`config.mk`:
```
export PLATFORM = sky130hd
export DESIGN_NAME = serial_adder
export DESIGN_NICKNAME = d
export VERILOG_FILES = /design/src/rtl/serial_adder.sv
export SDC_FILE = /design/constraint.sdc
export NUM_CORES = 1
export LEC_CHECK = 0
export CORE_AREA = 8 8 80 82
export DETAILED_ROUTE_END_ITERATION = 16
export DIE_AREA = 0 0 88 90
export PLACE_DENSITY = 0.65
export SYNTH_ARGS = -nofsm -noshare
export SYNTH_HDL_FRONTEND = slang
export SYNTH_SLANG_ARGS = --single-unit
```
`constraint.sdc`:
```
create_clock -name clk -period 1.2 [get_ports clk]
set_clock_uncertainty 0.1 [all_clocks]
set_input_delay 0.18 -clock clk [delete_from_list [all_inputs] [get_ports clk]]
set_output_delay 0.18 -clock clk [all_outputs]
set_load 0.005 [all_outputs]
```
`src/rtl/serial_adder.sv`:
```
// Bit-serial WIDTH-bit adder: one full-adder cell plus a carry flop, operands shifted LSB-first.
// Operands enter over a valid/ready handshake and the result leaves over a second one.
module serial_adder #(
  parameter int unsigned WIDTH = 8
) (
  input  logic             clk,
  input  logic             rst_n,
  input  logic             in_valid,
  output logic             in_ready,
  input  logic [WIDTH-1:0] a,
  input  logic [WIDTH-1:0] b,
  input  logic             cin,
  output logic             out_valid,
  input  logic             out_ready,
  output logic [WIDTH-1:0] sum,
  output logic             cout,
  output logic             busy
);

  localparam int unsigned CNT_W = (WIDTH > 1) ? $clog2(WIDTH) : 1;

  typedef enum logic [1:0] {
    IDLE = 2'd0,
    ADD  = 2'd1,
    DONE = 2'd2
  } state_t;

  state_t             r_state;
  state_t             w_state_nx;
  logic               w_accept;
  logic               w_last;
  logic               w_s;
  logic               w_carry_nx;

  logic [WIDTH-1:0]   r_a_sr;
  logic [WIDTH-1:0]   r_b_sr;
  logic [WIDTH-1:0]   r_sum_sr;
  logic               r_carry;
  logic [CNT_W-1:0]   r_cnt;

  logic               r_in_ready;
  logic               r_out_valid;
  logic               r_busy;

  // Single full-adder cell on the current LSBs.
  assign w_s        = r_a_sr[0] ^ r_b_sr[0] ^ r_carry;
  assign w_carry_nx = (r_a_sr[0] & r_b_sr[0]) | (r_b_sr[0] & r_carry) | (r_a_sr[0] & r_carry);
  assign w_last     = (r_cnt == CNT_W'(WIDTH - 1));

  // State register.
  always_ff @(posedge clk or negedge rst_n) begin
    if (!rst_n) begin
      r_state <= IDLE;
    end else begin
      r_state <= w_state_nx;
    end
  end

  // Next-state logic.
  always_comb begin
    w_state_nx = r_state;
    w_accept   = 1'b0;
    case (r_state)
      IDLE: begin
        if (in_valid) begin
          w_accept   = 1'b1;
          w_state_nx = ADD;
        end
      end
      ADD: begin
        if (w_last) begin
          w_state_nx = DONE;
        end
      end
      DONE: begin
        if (out_ready) begin
          w_state_nx = IDLE;
        end
      end
      default: begin
        w_state_nx = IDLE;
      end
    endcase
  end

  // Handshake/status flags registered from the next state so they track the FSM with no comb path.
  always_ff @(posedge clk or negedge rst_n) begin
    if (!rst_n) begin
      r_in_ready  <= 1'b1;
      r_out_valid <= 1'b0;
      r_busy      <= 1'b0;
    end else begin
      r_in_ready  <= (w_state_nx == IDLE);
      r_out_valid <= (w_state_nx == DONE);
      r_busy      <= (w_state_nx != IDLE);
    end
  end

  // Operand/result shift registers, carry and bit counter.
  always_ff @(posedge clk or negedge rst_n) begin
    if (!rst_n) begin
      r_a_sr   <= '0;
      r_b_sr   <= '0;
      r_sum_sr <= '0;
      r_carry  <= 1'b0;
      r_cnt    <= '0;
    end else if (w_accept) begin
      r_a_sr  <= a;
      r_b_sr  <= b;
      r_carry <= cin;
      r_cnt   <= '0;
    end else if (r_state == ADD) begin
      r_a_sr   <= r_a_sr >> 1;
      r_b_sr   <= r_b_sr >> 1;
      r_sum_sr <= {w_s, r_sum_sr[WIDTH-1:1]};
      r_carry  <= w_carry_nx;
      r_cnt    <= r_cnt + CNT_W'(1);
    end
  end

  assign in_ready  = r_in_ready;
  assign out_valid = r_out_valid;
  assign busy      = r_busy;
  assign sum       = r_sum_sr;
  assign cout      = r_carry;

endmodule

```
# Yosys cells after proc, flatten, opt, wreduce, memory -nomap -nowiden
# Index checks and enable logic that the tools add are counted.
# word_totals
latch_bits	0
memories	0
ramBits	0
reg_bits	33
romBits	0
output_inout_bits	12
# classes
eq_ne	4
n_bitwise	8
mux	14
n_addsub	1
n_reduce_logical	5
n_div	0
mul	0
n_shift	0
n_lt_le_gt_ge	0
# ops
op	n
2-to-1 mux 8 bit	4
2-to-1 mux 2 bit	3
2-to-1 mux 3 bit	2
case mux 2 bit (3 select lines)	1
== test 2 bit (second input constant)	2
logical NOT 2 bit	2
2-to-1 mux 1 bit	4
nonzero test 2 bit	2
adder 3 x 1 -> 3 bit (second input constant)	1
AND 1 bit	3
== test 3 bit (second input constant)	1
== test 2 x 1 -> 1 bit (second input constant)	1
OR 1 bit	2
AND reduction 2 bit	1
bitwise XOR 1 bit	2
NOT 1 bit	1

# Logic depth before layout (Yosys ltp)
# depth
depth_word	5
mapped_depth	5

# Worst setup path before layout
# Ideal clock, no wire load.
# synth_timing
path_kind	register to register
startpoint	register r_state[0]
endpoint	register r_sum_sr[6], in the netlist sum[6]
t_arrival_ns	1.137
setup_ns	0.125
stages_incl_launch_ff	6
period_less_slack_ns	1.362
path_slack_ns	-0.162
required_ns	0.975
path_cell_list	dfrtp_1 buf_6 nor2b_4 buf_6 buf_6 mux2_4
# synth_via
elab_chain_len	4
# synth_lines
item	line	text
start, declared	28	state_t r_state;
start signal, assigned	55	r_state <= w_state_nx;
logical NOT 2 bit	63	case (r_state)
2-to-1 mux 1 bit	63	
NOT 1 bit (no source line)	--	
AND reduction 2 bit (no source line) *	--	
end signal, assigned	115	r_sum_sr <= {w_s, r_sum_sr[WIDTH-1:1]};
end, declared	37	logic [WIDTH-1:0] r_sum_sr;
# Every way passes the cells marked *; elsewhere a longest branch is shown, timed or not.
# A chain may end at the register's enable or synchronous reset.

# Worst setup path in the final report
# layout_timing
startpoint	register r_carry, in the netlist cout
endpoint	register r_sum_sr[7], in the netlist sum[7]
# layout_via
elab_chain_len	1
# layout_lines
item	line	text
start, declared	38	logic r_carry;
start signal, assigned	110	r_carry <= cin;
start signal, assigned	116	r_carry <= w_carry_nx;
bitwise XOR 1 bit	46	assign w_s = r_a_sr[0] ^ r_b_sr[0] ^ r_carry;
net w_s	32	logic w_s;
# The timed path passes the listed nets, and every way through them passes these cells.

==> results.md <==
Timing:
- Based on the critical path, the design can be clocked at up to 0.719 GHz.
- The final critical path takes up 116% of the cycle.
- The number of endpoints with negative hold slack in the final report came to 0.
- The final max-slew violation count came to 0.
- After layout, the minimum clock period comes to roughly 1400 ps.
- Across all setup checks in the final design, the least slack found is -192 ps.
- The headroom to the max-slew limit is between 70% and 80%.
- The transition time of the tightest slew-check pin is 352 ps.
- Setup violations remaining at the end of the flow were counted as 32.
- Setup repair after global routing could not meet its margin everywhere.

Yosys:
- Synthesis produced 120 cells.
- In the synthesized netlist the async set-or-reset flop fraction comes to 100%.
- The synthesized netlist devotes 9.12% of its cell area to simple gates.
- Summing the areas of all compound-gate instances in the mapped netlist gives 14.6% of the synthesized area.
- The register bit count reported by yosys is 33.
- The most used flip-flop cell after synthesis is dfrtp_1.
- Summing the areas of all fa, ha and maj instances in the mapped netlist gives 3.01% of the synthesized area.
- The synthesized netlist contains 24 unique library cells.
- Summing the sequential cell areas from Yosys gives 55.3% of the chip area.
- Yosys mapped a number of flops with a built-in enable equal to 0.
- The leading cell type by number of instances after synthesis is dfrtp_1.
- The cell area after synthesis is 1500 um2.
- The dominant combinational cell family by area after synthesis is compound AO/OA/AOI/OAI gates.
- By area the synthesized netlist is led by dfrtp_1 (54%), a222oi_1 (10%), mux2_2 (5.3%).
- The biggest area contributor in the post-synthesis netlist is dfrtp_1.
- The number of nets produced by synthesis is 144.
- Of the post-synthesis cell area, the part taken by muxes is 7.28%.
- The xor and xnor area share after synthesis is 0%.
- The number of warning messages in the yosys log is 0.
- The mean post-synth cell area is between 10 and 15 um2.
- The portion of synthesized cell area occupied by the leading cell type is a little over half.
- The commonest cells after synthesis are dfrtp_1 (32), inv_1 (18), a222oi_1 (15), nor2_1 (15), mux2_2 (7).

Run status:
- The checks that failed: setup timing.
- The flow ran to the end, but the final reports show violations.

Run:
- The max-cap violation count is 0.

Detailed routing:
- The total number of vias is 1,146.
- The violation count after the first detailed-routing iteration is 148.
- The count of TritonRoute iterations in the first routing pass is 7.
- Wires add up to 3480 um.
- In this run the remaining antenna-violating nets after routing total 0.
- The average detailed-routed wire length per instance is approximately 13 um.
- The number of remaining DRC errors is 0.
- The detail-routed via count per cell is 4.44.

Power and ir drop:
- Cell internal power was estimated by the tool at 3.79 mW.
- The power per unit of standard cell area is 2390 nW/um2.
- The power after layout is 5.45 mW.
- The share of total power dissipated in sequential elements is 34.1%.
- Per report_power, the clock group accounts for 14.3% of the total.
- Net switching is a little under a third of the power.
- The combinational group share of total power is about half.
- For this design the total switching power over the nets is about 1.7 mW.
- VDD sags by at most 851 uV.
- The leakage dissipation is 1.08 nW.

Critical path:
- For the worst setup path, the data arrival time is between 1000 and 1500 ps.
- Walking the worst path, the cells encountered are buf_6 > fa_1 > mux2_4.
- The slowest stage of the critical path belongs to the cell fa_1.
- The depth of the worst register-to-register path is 3.
- The largest single stage delay on the critical path is 420 ps.
- In this run the critical register-to-register path is launched from cout.
- The kind of start point of the critical path is a flop.
- The required arrival time at the worst endpoint is around 1300 ps.
- The category of the most critical setup path is reg2reg.
- The endpoint of the worst setup timing path is sum[7].
- STA classifies the critical path endpoint as a flop.
- The beginning of the critical path is cout.
- Along the worst path, the maximum fanout reaches 2.
- The capture point of the worst reg-to-reg path is sum[7].
- The setup check on the worst reg-to-reg path leaves a slack of -190 ps.

Die:
- The starting density of the core is 28.6%.
- The number of top-level pins is 33.
- The floorplan has 27 rows.
- The core region is about 5200 um2.
- The die is 90 um tall.
- The horizontal die dimension is 88 um.
- The floorplan step defined a die boundary enclosing a little under 8000 um2.

Clocking:
- The number of sinks driven by the clock tree is 33.
- The number of clock buffers inserted by TritonCTS is 5.
- The cell at the root of the clock tree is clkbuf_8.
- The clock network latency to the later pin of the worst-skew pair is 270 ps.
- The clock passes through at most 2 buffers.
- The clock tree synthesis step divided the H-tree into 2 levels.
- The register clock-pin slew on the reported worst setup and hold paths is 70 ps.
- TritonCTS built the clock tree.

Layout:
- The number of antenna diodes in the final layout is 0.
- The layout-stage area growth over the synthesis result is 52.8%.
- The finished cells cover 2280 um2.
- The proportion of layout cells with a drive suffix above 1 is a little over a third.
- The final net count is 209.

Min path:
- The worst hold-check path type is in2async.

Global routing:
- For this run, the total global-route usage over all layers was measured as under 10%.
- The number of global-route vias before repair is about 1,300.
- Summed over all layers, the global routing overflow is 0.
- The pin count of the biggest net entering global routing is 23.
- The global-route wire length before repair is 5980 um.
- The initial antenna violation count was 0.

Placement:
- The placed instances occupy a cell area of 1960 um2.
- At the end of routability-driven placement, the weighted congestion stood at 0.684.
- The HPWL after detailed placement is between 2000 and 2500 um.
- In this run the tool buffered the top-level ports with 32 buffer cells.
-- worst max-delay path, delay by kind of cell (launching register included) --
| kind | cells | cell delay [ps] |
|---|---|---|
| buffers and inverters | 1 | 120 |
| muxes | 1 | 260 |
| adders and majority gates | 1 | 420 |
| DFF | 1 | 390 |
-- stage by stage --
step           cells  utilization, %  hold WS, ps  setup WS [ps]  TNS [ps]
3_3_place_gp     229            37.4          384           -531    -10310
3_5_place_dp     229            37.4          397           -583    -11290
2_1_floorplan    120               -         -216           -162     -2070
5_1_grt          258            43.6          168           -226     -5140
6_report         258            43.6          162           -192     -3640
4_1_cts          249            41.6          153           -194     -3220
-- layout make-up --
type                            instances  area [um2]
Clock buffer                            6        72.6
Clock inverter                          2        10.0
Fill cell                             505        2950
Inverter                               18        67.6
Multi-Input combinational cell         60         552
Sequential cell                        33         828
Tap cell                               72        90.1
Timing Repair Buffer                   67         664
-- cell usage in the layout, fill, tap and decap left out, types with 3 or more instances in the layout --
master / count
a222oi_1: 15
buf_12: 3
inv_1: 18
nand2_1: 3
clkdlybuf4s15_1: 10
mux2_2: 7
clkbuf_8: 5
buf_6: 9
dfrtp_1: 31
clkdlybuf4s50_1: 20
nor2_1: 15
buf_4: 22
-- repair_timing --
action                     in CTS  in global routing
hold buffers                    0                  0
setup endpoints to repair      43                 43
gates cloned                    1                  0
resized for setup              36                 16
pin swaps                      16                  7
buffers inserted               11                  9
-- power by group through the flow --
stage	sequential [mW]	combinational, mW	clock, mW
final	1.86	2.82	0.779
after global routing	1.91	3.09	0.870
after CTS	1.84	2.57	0.798
after detailed placement	1.91	2.24	0
after global placement	1.90	2.18	0
after floorplan	1.89	1.39	0
-- state kept, by name (all words and copies together), names as in the netlist --
signal     flops
in_ready       1
r_cnt          3
r_b_sr         8
out_valid      1
r_a_sr         8
r_state        2
cout           1
busy           1
sum            8
-- metal layers --
metal	GRT usage [%]	part of all wire (%)	wire length, um	up-vias
li1	-	-	-	559
met1	11.9	44	1530	549
met3	3.28	5.7	200	2
met4	3.01	0.55	19	0
met2	14.9	50	1730	36
met5	0	0	0	-
-- cell families after synthesis --
logic type               Yosys count
buffers and inverters             27
AND/OR/NAND/NOR                   25
adder cells (fa/ha/maj)            3
AO/OA/AOI/OAI                     23
flip-flops                        33
multiplexers                       9
-- worst min path at each step --
stage               startpoint         to  slack [ps]  cells past startpoint
finish                   rst_n  r_b_sr[7]         160                      2
global route             rst_n  r_b_sr[7]         170                      2
CTS                      rst_n  r_b_sr[7]         150                      2
detailed placement   r_b_sr[7]  r_b_sr[7]         400                      2
global placement     r_a_sr[7]  r_a_sr[7]         380                      2
floorplan                rst_n       busy        -220                      0
Note: power is estimated with default switching activity, not from simulation.
